==> src/rtl/hazard_pkg.sv <==
// Shared types for the LEGv8 pipeline hazard control: FSM states and register indices.
package hazard_pkg;

    typedef enum logic [1:0] {RUN, MEM_WAIT, ERROR} hz_state_t;

    // Register index type, also used by the forwarding unit.
    typedef logic [4:0] reg_idx_t;

    localparam reg_idx_t ZERO_REG = 5'd31;

endpackage

==> src/rtl/hazard_stall_unit_sat_counter.sv <==
// Saturating up-counter with asynchronous active-low reset and synchronous clear.
module sat_counter #(
    parameter int unsigned W = 32
) (
    input  logic         clk,
    input  logic         rst_n,
    input  logic         clear,
    input  logic         inc,
    output logic [W-1:0] count
);

    always_ff @(posedge clk or negedge rst_n) begin
        if (!rst_n) begin
            count <= '0;
        end else if (clear) begin
            count <= '0;
        end else if (inc && (count != '1)) begin
            count <= count + W'(1);
        end
    end

endmodule

==> src/rtl/hazard_stall_unit.sv <==
// Pipeline hazard control: load-use bubbles, data-memory freeze with timeout,
// taken-branch flushes and saturating stall/flush counters.
module hazard_stall_unit
    import hazard_pkg::*;
#(
    parameter int unsigned CNT_W    = 32,
    parameter int unsigned MAX_WAIT = 64
) (
    input  logic             clk,
    input  logic             reset,
    input  logic [4:0]       id_rn,
    input  logic [4:0]       id_rm,
    input  logic             id_use_rn,
    input  logic             id_use_rm,
    input  logic [4:0]       ex_rd,
    input  logic             ex_mem_read,
    input  logic             ex_branch_taken,
    input  logic             mem_req,
    input  logic             mem_ack,
    output logic             pc_en,
    output logic             ifid_en,
    output logic             ifid_flush,
    output logic             idex_en,
    output logic             idex_bubble,
    output logic             exmem_en,
    output logic             memwb_bubble,
    output logic             mem_error,
    output logic [CNT_W-1:0] stall_count,
    output logic [CNT_W-1:0] flush_count
);

    localparam int unsigned WAIT_W = $clog2(MAX_WAIT + 1);

    hz_state_t         state;
    logic [WAIT_W-1:0] wait_cnt;
    logic              luh;
    logic              mst;
    logic              freeze;

    always_comb begin
        luh = ex_mem_read && (reg_idx_t'(ex_rd) != ZERO_REG) &&
              ((id_use_rn && (id_rn == ex_rd)) || (id_use_rm && (id_rm == ex_rd)));
        mst = mem_req && !mem_ack;
    end

    always_comb begin
        pc_en        = 1'b0;
        ifid_en      = 1'b0;
        ifid_flush   = 1'b0;
        idex_en      = 1'b0;
        idex_bubble  = 1'b0;
        exmem_en     = 1'b0;
        memwb_bubble = 1'b0;
        unique case (state)
            RUN:      freeze = mst;
            MEM_WAIT: freeze = !mem_ack;
            default:  freeze = 1'b1;
        endcase
        // Outputs are gated by the raw reset so they drop without waiting for a clock.
        if (!reset) begin
            pc_en = 1'b0;
        end else if (freeze) begin
            memwb_bubble = 1'b1;
        end else if (ex_branch_taken) begin
            pc_en       = 1'b1;
            ifid_en     = 1'b1;
            ifid_flush  = 1'b1;
            idex_en     = 1'b1;
            idex_bubble = 1'b1;
            exmem_en    = 1'b1;
        end else if (luh) begin
            idex_en     = 1'b1;
            idex_bubble = 1'b1;
            exmem_en    = 1'b1;
        end else begin
            pc_en    = 1'b1;
            ifid_en  = 1'b1;
            idex_en  = 1'b1;
            exmem_en = 1'b1;
        end
    end

    always_ff @(posedge clk or negedge reset) begin
        if (!reset) begin
            state     <= RUN;
            wait_cnt  <= '0;
            mem_error <= 1'b0;
        end else begin
            unique case (state)
                RUN: begin
                    if (mst) begin
                        state    <= MEM_WAIT;
                        wait_cnt <= WAIT_W'(1);
                    end
                end
                MEM_WAIT: begin
                    if (mem_ack) begin
                        state <= RUN;
                    end else if (wait_cnt == WAIT_W'(MAX_WAIT)) begin
                        state     <= ERROR;
                        mem_error <= 1'b1;
                    end else begin
                        wait_cnt <= wait_cnt + WAIT_W'(1);
                    end
                end
                default: state <= ERROR;
            endcase
        end
    end

    sat_counter #(.W(CNT_W)) u_stall_cnt (
        .clk   (clk),
        .rst_n (reset),
        .clear (1'b0),
        .inc   (reset && !pc_en),
        .count (stall_count)
    );

    sat_counter #(.W(CNT_W)) u_flush_cnt (
        .clk   (clk),
        .rst_n (reset),
        .clear (1'b0),
        .inc   (ifid_flush),
        .count (flush_count)
    );

endmodule

==> config.mk <==
export PLATFORM = sky130hd
export DESIGN_NAME = hazard_stall_unit
export DESIGN_NICKNAME = d
export VERILOG_FILES = /design/src/rtl/hazard_pkg.sv /design/src/rtl/hazard_stall_unit_sat_counter.sv /design/src/rtl/hazard_stall_unit.sv
export SDC_FILE = /design/constraint.sdc
export NUM_CORES = 1
export LEC_CHECK = 0
export CAP_MARGIN = 20
export CORE_MARGIN = 8
export CORE_UTILIZATION = 60
export DETAILED_ROUTE_END_ITERATION = 16
export DONT_BUFFER_PORTS = 1
export PLACE_DENSITY = 0.84
export SYNTH_ARGS = -nofsm -noshare
export SYNTH_HDL_FRONTEND = slang
export SYNTH_SLANG_ARGS = --single-unit
==> constraint.sdc <==
create_clock -name clk -period 2.35 [get_ports clk]
set_input_delay 0.47 -clock clk [delete_from_list [all_inputs] [get_ports clk]]
set_output_delay 0.47 -clock clk [all_outputs]
set_load 0.02 [all_outputs]
Yosys cells after proc, flatten, opt, wreduce, memory -nomap -nowiden
Index checks and enable logic that the tools add are counted.
{"block": "totals", "ramBits": 0, "n_memories": 0, "output_inout_bits": 72, "mem_bits_ro": 0, "latchBits": 0, "reg_bits": 74}
{"block": "classes", "n_shift": 0, "n_mux": 24, "multipliers": 0, "eq_ne": 11, "bitwise_logic": 1, "n_addsub": 3, "order_cmp": 0, "n_div": 0, "n_reduce_logical": 16}
{"op": "$add 32x1->32 const B", "n": 2}
{"op": "$ne 32x32->1 const B", "n": 2}
{"op": "$mux 7", "n": 3}
{"op": "$mux 1", "n": 15}
{"op": "$pmux 7 s2", "n": 1}
{"op": "$eq 5x5->1", "n": 2}
{"op": "$logic_and 1x1->1", "n": 8}
{"op": "$add 7x1->7 const B", "n": 1}
{"op": "$eq 7x7->1 const B", "n": 1}
{"op": "$mux 2", "n": 3}
{"op": "$ne 2x2->1 const B", "n": 3}
{"op": "$ne 5x5->1 const B", "n": 1}
{"op": "$pmux 2 s2", "n": 1}
{"op": "$reduce_and 4->1", "n": 1}
{"op": "$ne 3x3->1 const B", "n": 1}
{"op": "$reduce_and 3->1", "n": 1}
{"op": "$eq 2x1->1 const B", "n": 1}
{"op": "$logic_not 1->1", "n": 2}
{"op": "$logic_not 2->1", "n": 1}
{"op": "$pmux 1 s2", "n": 1}
{"op": "$reduce_and 2->1", "n": 1}
{"op": "$reduce_bool 2->1", "n": 1}
{"op": "$logic_or 1x1->1", "n": 1}
{"op": "$not 1->1", "n": 1}

Longest topological paths before layout
Gate-level depths: netlist of run 1.
{"block": "depth", "ltp_word": 11, "mapped_depth": 9, "depth_no_buf": 7}

Hierarchy
From an unflattened synthesis of run 1, not the netlist that was laid out.
{"block": "unflattened", "cells_unflattened": 486, "area_unflattened_um2": 4474.3}
{"module": "sat_counter", "area_each_um2": 1854.3, "n_inst": 2, "cells_each": 198}
{"module": "hazard_stall_unit", "area_each_um2": 765.7, "n_inst": 1, "cells_each": 90}

Least setup slack after synthesis of run 1
OpenSTA, ideal clock, no wires.
{"block": "synth_path", "path_kind": "register to register", "startpoint": "register u_stall_cnt.count[12]", "endpoint": "register u_stall_cnt.count[16]", "arrival_ns": 2.059, "path_slack_ns": 0.159, "stages_incl_launch_ff": 8, "path_buffers": 1, "setup_time_ns": 0.132, "cell_sequence": "dfrtp_1 -> nand4_1 -> or4_4 -> o32a_1 -> o21a_1 -> buf_6 -> and3_1 -> xor2_1"}
{"block": "synth_via", "elab_chain_cells": 2}
{"item": "start: declaration", "line_no": "hazard_stall_unit_sat_counter.sv:9", "text": "output logic [W-1:0] count"}
{"item": "start signal: assignment", "line_no": "hazard_stall_unit_sat_counter.sv:18", "text": "count <= count + W'(1);"}
{"item": "parallel branches: the longest is 2 deep, another holds $add 32x1->32"}
Several ways; the timed one is not identified.
A chain may end at the register's enable or synchronous reset.

Worst setup path after layout of run 1
{"block": "layout_path", "startpoint": "register state[0]", "endpoint": "output ifid_flush"}
{"block": "layout_via", "elab_chain_cells": 4}
{"item": "start: declaration", "line_no": "hazard_stall_unit.sv:34", "text": "hz_state_t state;"}
{"item": "start signal: assignment", "line_no": "hazard_stall_unit.sv:85", "text": "state <= RUN;"}
{"item": "start signal: assignment", "line_no": "hazard_stall_unit.sv:92", "text": "state <= MEM_WAIT;"}
{"item": "start signal: assignment", "line_no": "hazard_stall_unit.sv:98", "text": "state <= RUN;"}
{"item": "$eq 2x1->1 or $logic_not 2->1 (tied branches)", "line_no": "hazard_stall_unit.sv:54", "text": "unique case (state)"}
{"item": "$pmux 1 s2 (*)", "line_no": "hazard_stall_unit.sv:54"}
{"item": "$mux 1 (*)", "line_no": "hazard_stall_unit.sv:62", "text": "end else if (freeze) begin"}
{"item": "$mux 1 (*)", "line_no": "hazard_stall_unit.sv:60", "text": "if (!reset) begin"}
{"item": "end: declaration", "line_no": "hazard_stall_unit.sv:22", "text": "output logic ifid_flush,"}
Mark *: on every way between the ends. The rest lies on a longest branch, timed or not.

==> results.cfg, run 1 <==
[setup_path]
worst-path-stages = 4
crit_end = ifid_flush
cp_max_fo = 6
r2r_end = u_stall_cnt.count[13]
reg2reg_depth = 7
path_cells = o21ba_1 > or4b_4 > inv_1 > buf_4
worstSetupStartpoint = state[0]
rr_startpoint = u_stall_cnt.count[14]
path_class = reg -> out
r2r_slack_ns = 0.23
slowest_stage = or4b_4
end_kind = primary output
cp.arrival_ns = 1.76
cpPeakStageDelay_ns = 0.56
crit_buf_inv = 2
required_ns = 1.88
cp_top_family = simple AND/OR/NAND/NOR gates
crit_path_start_kind = register

[global_route]
grt_overflow = 0
antenna_found_initial = 0
grtUsageTotal_pct = 20.47
grt_pass1_wl_um = 14590
grt_max_degree = 75
first_global_vias = 3044

[clocking]
numCtsBuffers = 9
cts_sinks = 74
clk_latency_ns = 0.35
clkSlewWorstSetupHoldPaths_ns = 0.08
root_buffer = clkbuf_8
cts_tree = yes
htree_levels = 3
clockBufferDepth = 2

[cells_and_area]
drive_above_1_share_pct = 17.76
layout.cells.non_filler = 486
area_delta_synth_final_pct = 16.57
final_common_cell = dfrtp_1
antenna_cells = 0
fin_nets = 433
final_cell_mix = 74 x dfrtp_1, 59 x xnor2_1, 49 x buf_4

[sta]
finalHoldViolCount = 0
drv_slew = 0
rsz0062_at_grt = false
tightest_slew_ns = 0.8993
maxSlewHeadroom_pct = 39.20
fin_setup_tns_ns = 0
fmax_ghz = 0.4487
timing.final.crit_share_pct = 94.84
setup_violations = 0
clock_skew_ns = 0.01103
setup_ws_ns = 0.1211
fin_crit_ns = 2.229

[die]
core_area_mm2 = 0.005956
rows = 28
start_util_pct = 62.65
die_w_um = 94.86
io_pins = 95
die_h_um = 94.86
die-area_mm2 = 0.008997

[logic_synthesis]
synth_top_area_cell = dfrtp_1
synth_xor_area_share_pct = 17.61
synth_top_family_by_area = simple AND/OR/NAND/NOR gates
synth_area_leaders = dfrtp_1 50%, xnor2_1 14%, nand4_1 5.0%, xor2_1 3.8%, nand3_1 3.5%
synth_top_area_share_pct = 49.63
synthCells = 355
syn-num-nets = 382
synth_mux_area_share_pct = 0.6036
yosysWarnings = 0
ys_seq_area_share_pct = 49.63
synth_compound_area_share_pct = 3.722
syn_area_per_cell_um2 = 10.51
synth.distinct_cells = 42
synth_area_mm2 = 0.003731
synthAdderAreaFrac_pct = 1.341
ys_ff_latch = 74
synth-simple-area-share_pct = 24.35

[pwr]
p_int_mw = 2.090
power_frac_comb_pct = 16.9
power_switching_mw = 0.8540
power_density_mw_per_mm2 = 676.8
clock_power_share_pct = 33.4
p_seq_share_pct = 49.7
sw_frac_of_total_pct = 29.01
peakVddDrop_v = 0.0006709
p_leak_nw = 2.000

[drt]
drc = 0
via_per_inst = 5.979
wl_per_cell_um = 18.46
ant_nets = 0
vias = 2906
drt_pass1_iterations = 5
totalWireLength_um = 8971
drt_iter0_markers = 150

[placed_design]
gp_congestion = 0.8017
preCtsSetupSlack_ns = 0.05913
dp_hpwl_um = 6599
placement.io_buffers = 0
dp_cells = 469

[run]
maxCapViolCount = 0

[worst_hold_path]
hp-class = in -> async

[run_status]
status = finished, final reports clean
[how the worst min path moves through the flow]
stage	to	depth (start not counted)	slack [ns]	startpoint
after floorplan	mem_error	0	0.17	reset
after global placement	mem_error	0	0.18	reset
after detailed placement	u_flush_cnt.count[5]	0	0.18	reset
after CTS	mem_error	1	0.02	reset
after global routing	mem_error	1	0.02	reset
final	mem_error	1	0.0005	reset
[registers in the layout (all words and copies together), names as in the netlist]
signal and count:
u_stall_cnt.count 32, u_flush_cnt.count 32, state 2, wait_cnt 7, mem_error 1
[cell usage after synthesis, drive strengths merged]
library cell  count
mux2              2
or4               1
nor3              6
buf               6
and2              8
o21ai             4
inv               8
nor4              3
clkbuf            4
o211a             2
dfrtp            74
nor4b             3
or4b              1
nor2b             2
and4              7
nand2            31
nor2             18
xor2             16
o32a              1
ha                4
a311o             1
and3             17
or3               3
nor3b             2
nand4            31
nand2b            3
a21oi             3
o21ba             1
xnor2            59
o22ai             1
o21a              3
a31oi             3
nand3            27
[logic make-up after synthesis]
group           Yosys count
compound gates           19
simple gates            163
xor+xnor                 75
flops                    74
fa+ha+maj                 4
buf+inv                  18
mux                       2
[through the flow]
stage | total power, mW | hold WS, ns | instance area [µm²] | utilization (%)
floorplan | 1.781 | 0.1744 | 3731 | -
global placement | 1.943 | 0.1764 | 4120 | 69.18
detailed placement | 1.959 | 0.1769 | 4120 | 69.18
CTS | 2.965 | 0.01848 | 4344 | 72.94
global route | 3.091 | 0.01622 | 4349 | 73.03
finish | 2.944 | 0.0004900 | 4349 | 73.03
[worst reg2reg max path, delay by kind of cell, from the launching register on]
family,cells,cell delay (ns)
AND/OR/NAND/NOR,3,0.80
AO/OA/AOI/OAI,2,0.54
flip-flops,1,0.35
buffers and inverters,1,0.21
XOR/XNOR,1,0.13
[routing by layer]
| layer | routed length, µm | track usage [%] | vias to the layer above |
|---|---|---|---|
| met1 | 3511 | 23.74 | 1414 |
| met5 | 0 | 0 | - |
| met4 | 230 | 10.27 | 0 |
| met3 | 857 | 6.746 | 21 |
| met2 | 4372 | 33.31 | 120 |
| li1 | - | - | 1351 |
[timing repair]
| action | CTS | global route |
|---|---|---|
| endpoints found under the hold margin | 74 | 0 |
| hold buffers | 1 | 0 |
| setup endpoints to repair | 0 | 18 |
| setup buffers | 0 | 0 |
| resized for setup | 0 | 2 |
[power by group through the flow]
stage	clock network [mW]	logic [mW]	registers, mW
6_report	0.983	0.499	1.46
4_1_cts	0.996	0.505	1.46
2_1_floorplan	0	0.188	1.59
5_1_grt	1.06	0.550	1.48
3_3_place_gp	0	0.461	1.48
3_5_place_dp	0	0.471	1.49
[area by class of cell]
| class | count | area (µm²) |
|---|---|---|
| repair buffers | 50 | 395.4 |
| clock buffers | 12 | 145.1 |
| well taps | 75 | 93.84 |
| clock inverters | 4 | 51.30 |
| inverters | 8 | 30.03 |
| flip-flops and latches | 74 | 1852 |
| multi-input cells | 263 | 1782 |
| fillers | 422 | 1607 |
No activity file was read; power rests on OpenSTA's default activity.
==> run 2, diff against run 1 <==
CORE_ASPECT_RATIO = 1.5   (was not set)
==> run 2 against run 1 <==
Combinational power shrank 3%. First-iteration DRC count shrank 22%. Sequential power is essentially flat. Clock skew shrank 0.0019 ns. Wire length grew 4.9%. Via count shrank 0.65%. Global-route usage grew 0.62 points. Clock-buffer cell count shrank 2. Clock power is essentially flat. Largest cell class unchanged.
==> results.cfg, run 2 (synthesized netlist as in run 1, its figures left out) <==
[drt]
vias = 2887
drt_pass1_iterations = 5
via_per_inst = 5.916
wl_per_cell_um = 19.28
drc = 0
drt_iter0_markers = 117
totalWireLength_um = 9407
ant_nets = 0

[placed_design]
gp_congestion = 0.8559
preCtsSetupSlack_ns = 0.1176
placement.io_buffers = 0
placedInstanceArea_mm2 = 0.004141
dp_hpwl_um = 6930

[clocking]
root_buffer = clkbuf_8
cts_tree = yes
htree_levels = 3
numCtsBuffers = 9
clockBufferDepth = 2
cts_setup_buffers = 0
clkSlewWorstSetupHoldPaths_ns = 0.08
cts_sinks = 74
clk_latency_ns = 0.34

[setup_path]
cpPeakStageDelay_ns = 0.56
crit_buf_inv = 2
required_ns = 1.88
cp.arrival_ns = 1.76
crit_path_start_kind = register
cp_max_fo = 6
path_class = reg -> out
path_cells = o21ba_1 > or4b_4 > inv_1 > buf_4
end_kind = primary output
cp_top_family = simple AND/OR/NAND/NOR gates
slowest_stage = or4b_4

[die]
io_pins = 95
start_util_pct = 61.29
rows = 35
core_area_mm2 = 0.006087
die_w_um = 80.39
die-area_mm2 = 0.009050
die_h_um = 112.6

[pwr]
power_switching_mw = 0.8900
power_density_mw_per_mm2 = 675.0
peakVddDrop_v = 0.0006200
p_seq_share_pct = 50.3
power_frac_comb_pct = 16.3
p_int_mw = 2.057
clock_power_share_pct = 33.4
p_total_mw = 2.947
p_leak_nw = 2.020
sw_frac_of_total_pct = 30.20

[sta]
maxSlewHeadroom_pct = 66.89
tightest_slew_ns = 0.4943
timing.final.crit_share_pct = 95.01
setup_ws_ns = 0.1174
fmax_ghz = 0.4479
drv_slew = 0
fin_setup_tns_ns = 0
finalHoldViolCount = 0
fin_crit_ns = 2.233
clock_skew_ns = 0.009159
setup_violations = 0
rsz0062_at_grt = false

[cells_and_area]
drive_above_1_share_pct = 18.36
final_cell_mix = 74 x dfrtp_1, 59 x xnor2_1, 52 x buf_4
stdcell_area_mm2 = 0.004367
top_regs = u_flush_cnt.count x32, u_stall_cnt.count x32, wait_cnt x7
fin_nets = 436
antenna_cells = 0
final_common_cell = dfrtp_1
final_core_util_pct = 71.74
nFillCells = 416
area_delta_synth_final_pct = 17.04

[global_route]
first_global_vias = 3166
antenna_found_initial = 0
grt_max_degree = 75
grt_overflow = 0
grt_pass1_wl_um = 15070
grtUsageTotal_pct = 21.09

[run]
maxCapViolCount = 0

[worst_hold_path]
hp-class = in -> async

[run_status]
status = finished, final reports clean
-- run 2: area by class of cell --
type	instances	area [µm²]	share of cell area, %
Multi-Input combinational cell	263	1780	40.77
Timing Repair Buffer	53	417.9	9.570
Clock buffer	10	127.6	2.923
Sequential cell	74	1852	42.41
Tap cell	74	92.59	2.120
Clock inverter	6	66.31	1.519
Inverter	8	30.03	0.6877
-- run 2: path summary, 6_finish.rpt --
check	startpoint	end	slack [ns]	cells after the start
setup / recovery	state[0]	ifid_flush	0.12	4
hold / removal	reset	u_flush_cnt.count[26]	0.02	1
setup reg to reg	u_stall_cnt.count[12]	u_stall_cnt.count[22]	0.16	7
hold reg to reg	wait_cnt[6]	wait_cnt[6]	0.57	2
max in group asynchronous	reset	u_stall_cnt.count[2]	2.05	1
min in group clk	mem_ack	mem_error	0.34	3
-- run 2: power by group through the flow --
stage                     sequential [mW]  combinational (mW)  clock [mW]
after floorplan                      1.59               0.188           0
after global placement               1.49               0.435           0
after CTS                            1.48               0.489       0.999
after global routing                 1.50               0.524        1.05
final                                1.48               0.482       0.984
after detailed placement             1.51               0.457           0
-- run 2: timing repair --
item | in CTS | in global routing
hold buffers | 1 | 0
endpoints found under the hold margin | 74 | 0
endpoints found under the setup margin | 1 | 0
gates resized for setup | 1 | 0
-- run 2: per-layer routing --
metal  vias up  GRT usage (%)  wire, µm
li1       1357              -         -
met1      1402          20.65      3295
met2        98          36.25      4927
met3        30          7.360       766
met4         0          12.80       418
met5         -              0         0
-- run 2: stage by stage --
stage	instances	hold WS, ns
2_1_floorplan	355	0.1744
3_3_place_gp	471	0.1774
3_5_place_dp	471	0.1765
4_1_cts	488	0.01823
5_1_grt	488	0.02874
6_report	488	0.01582
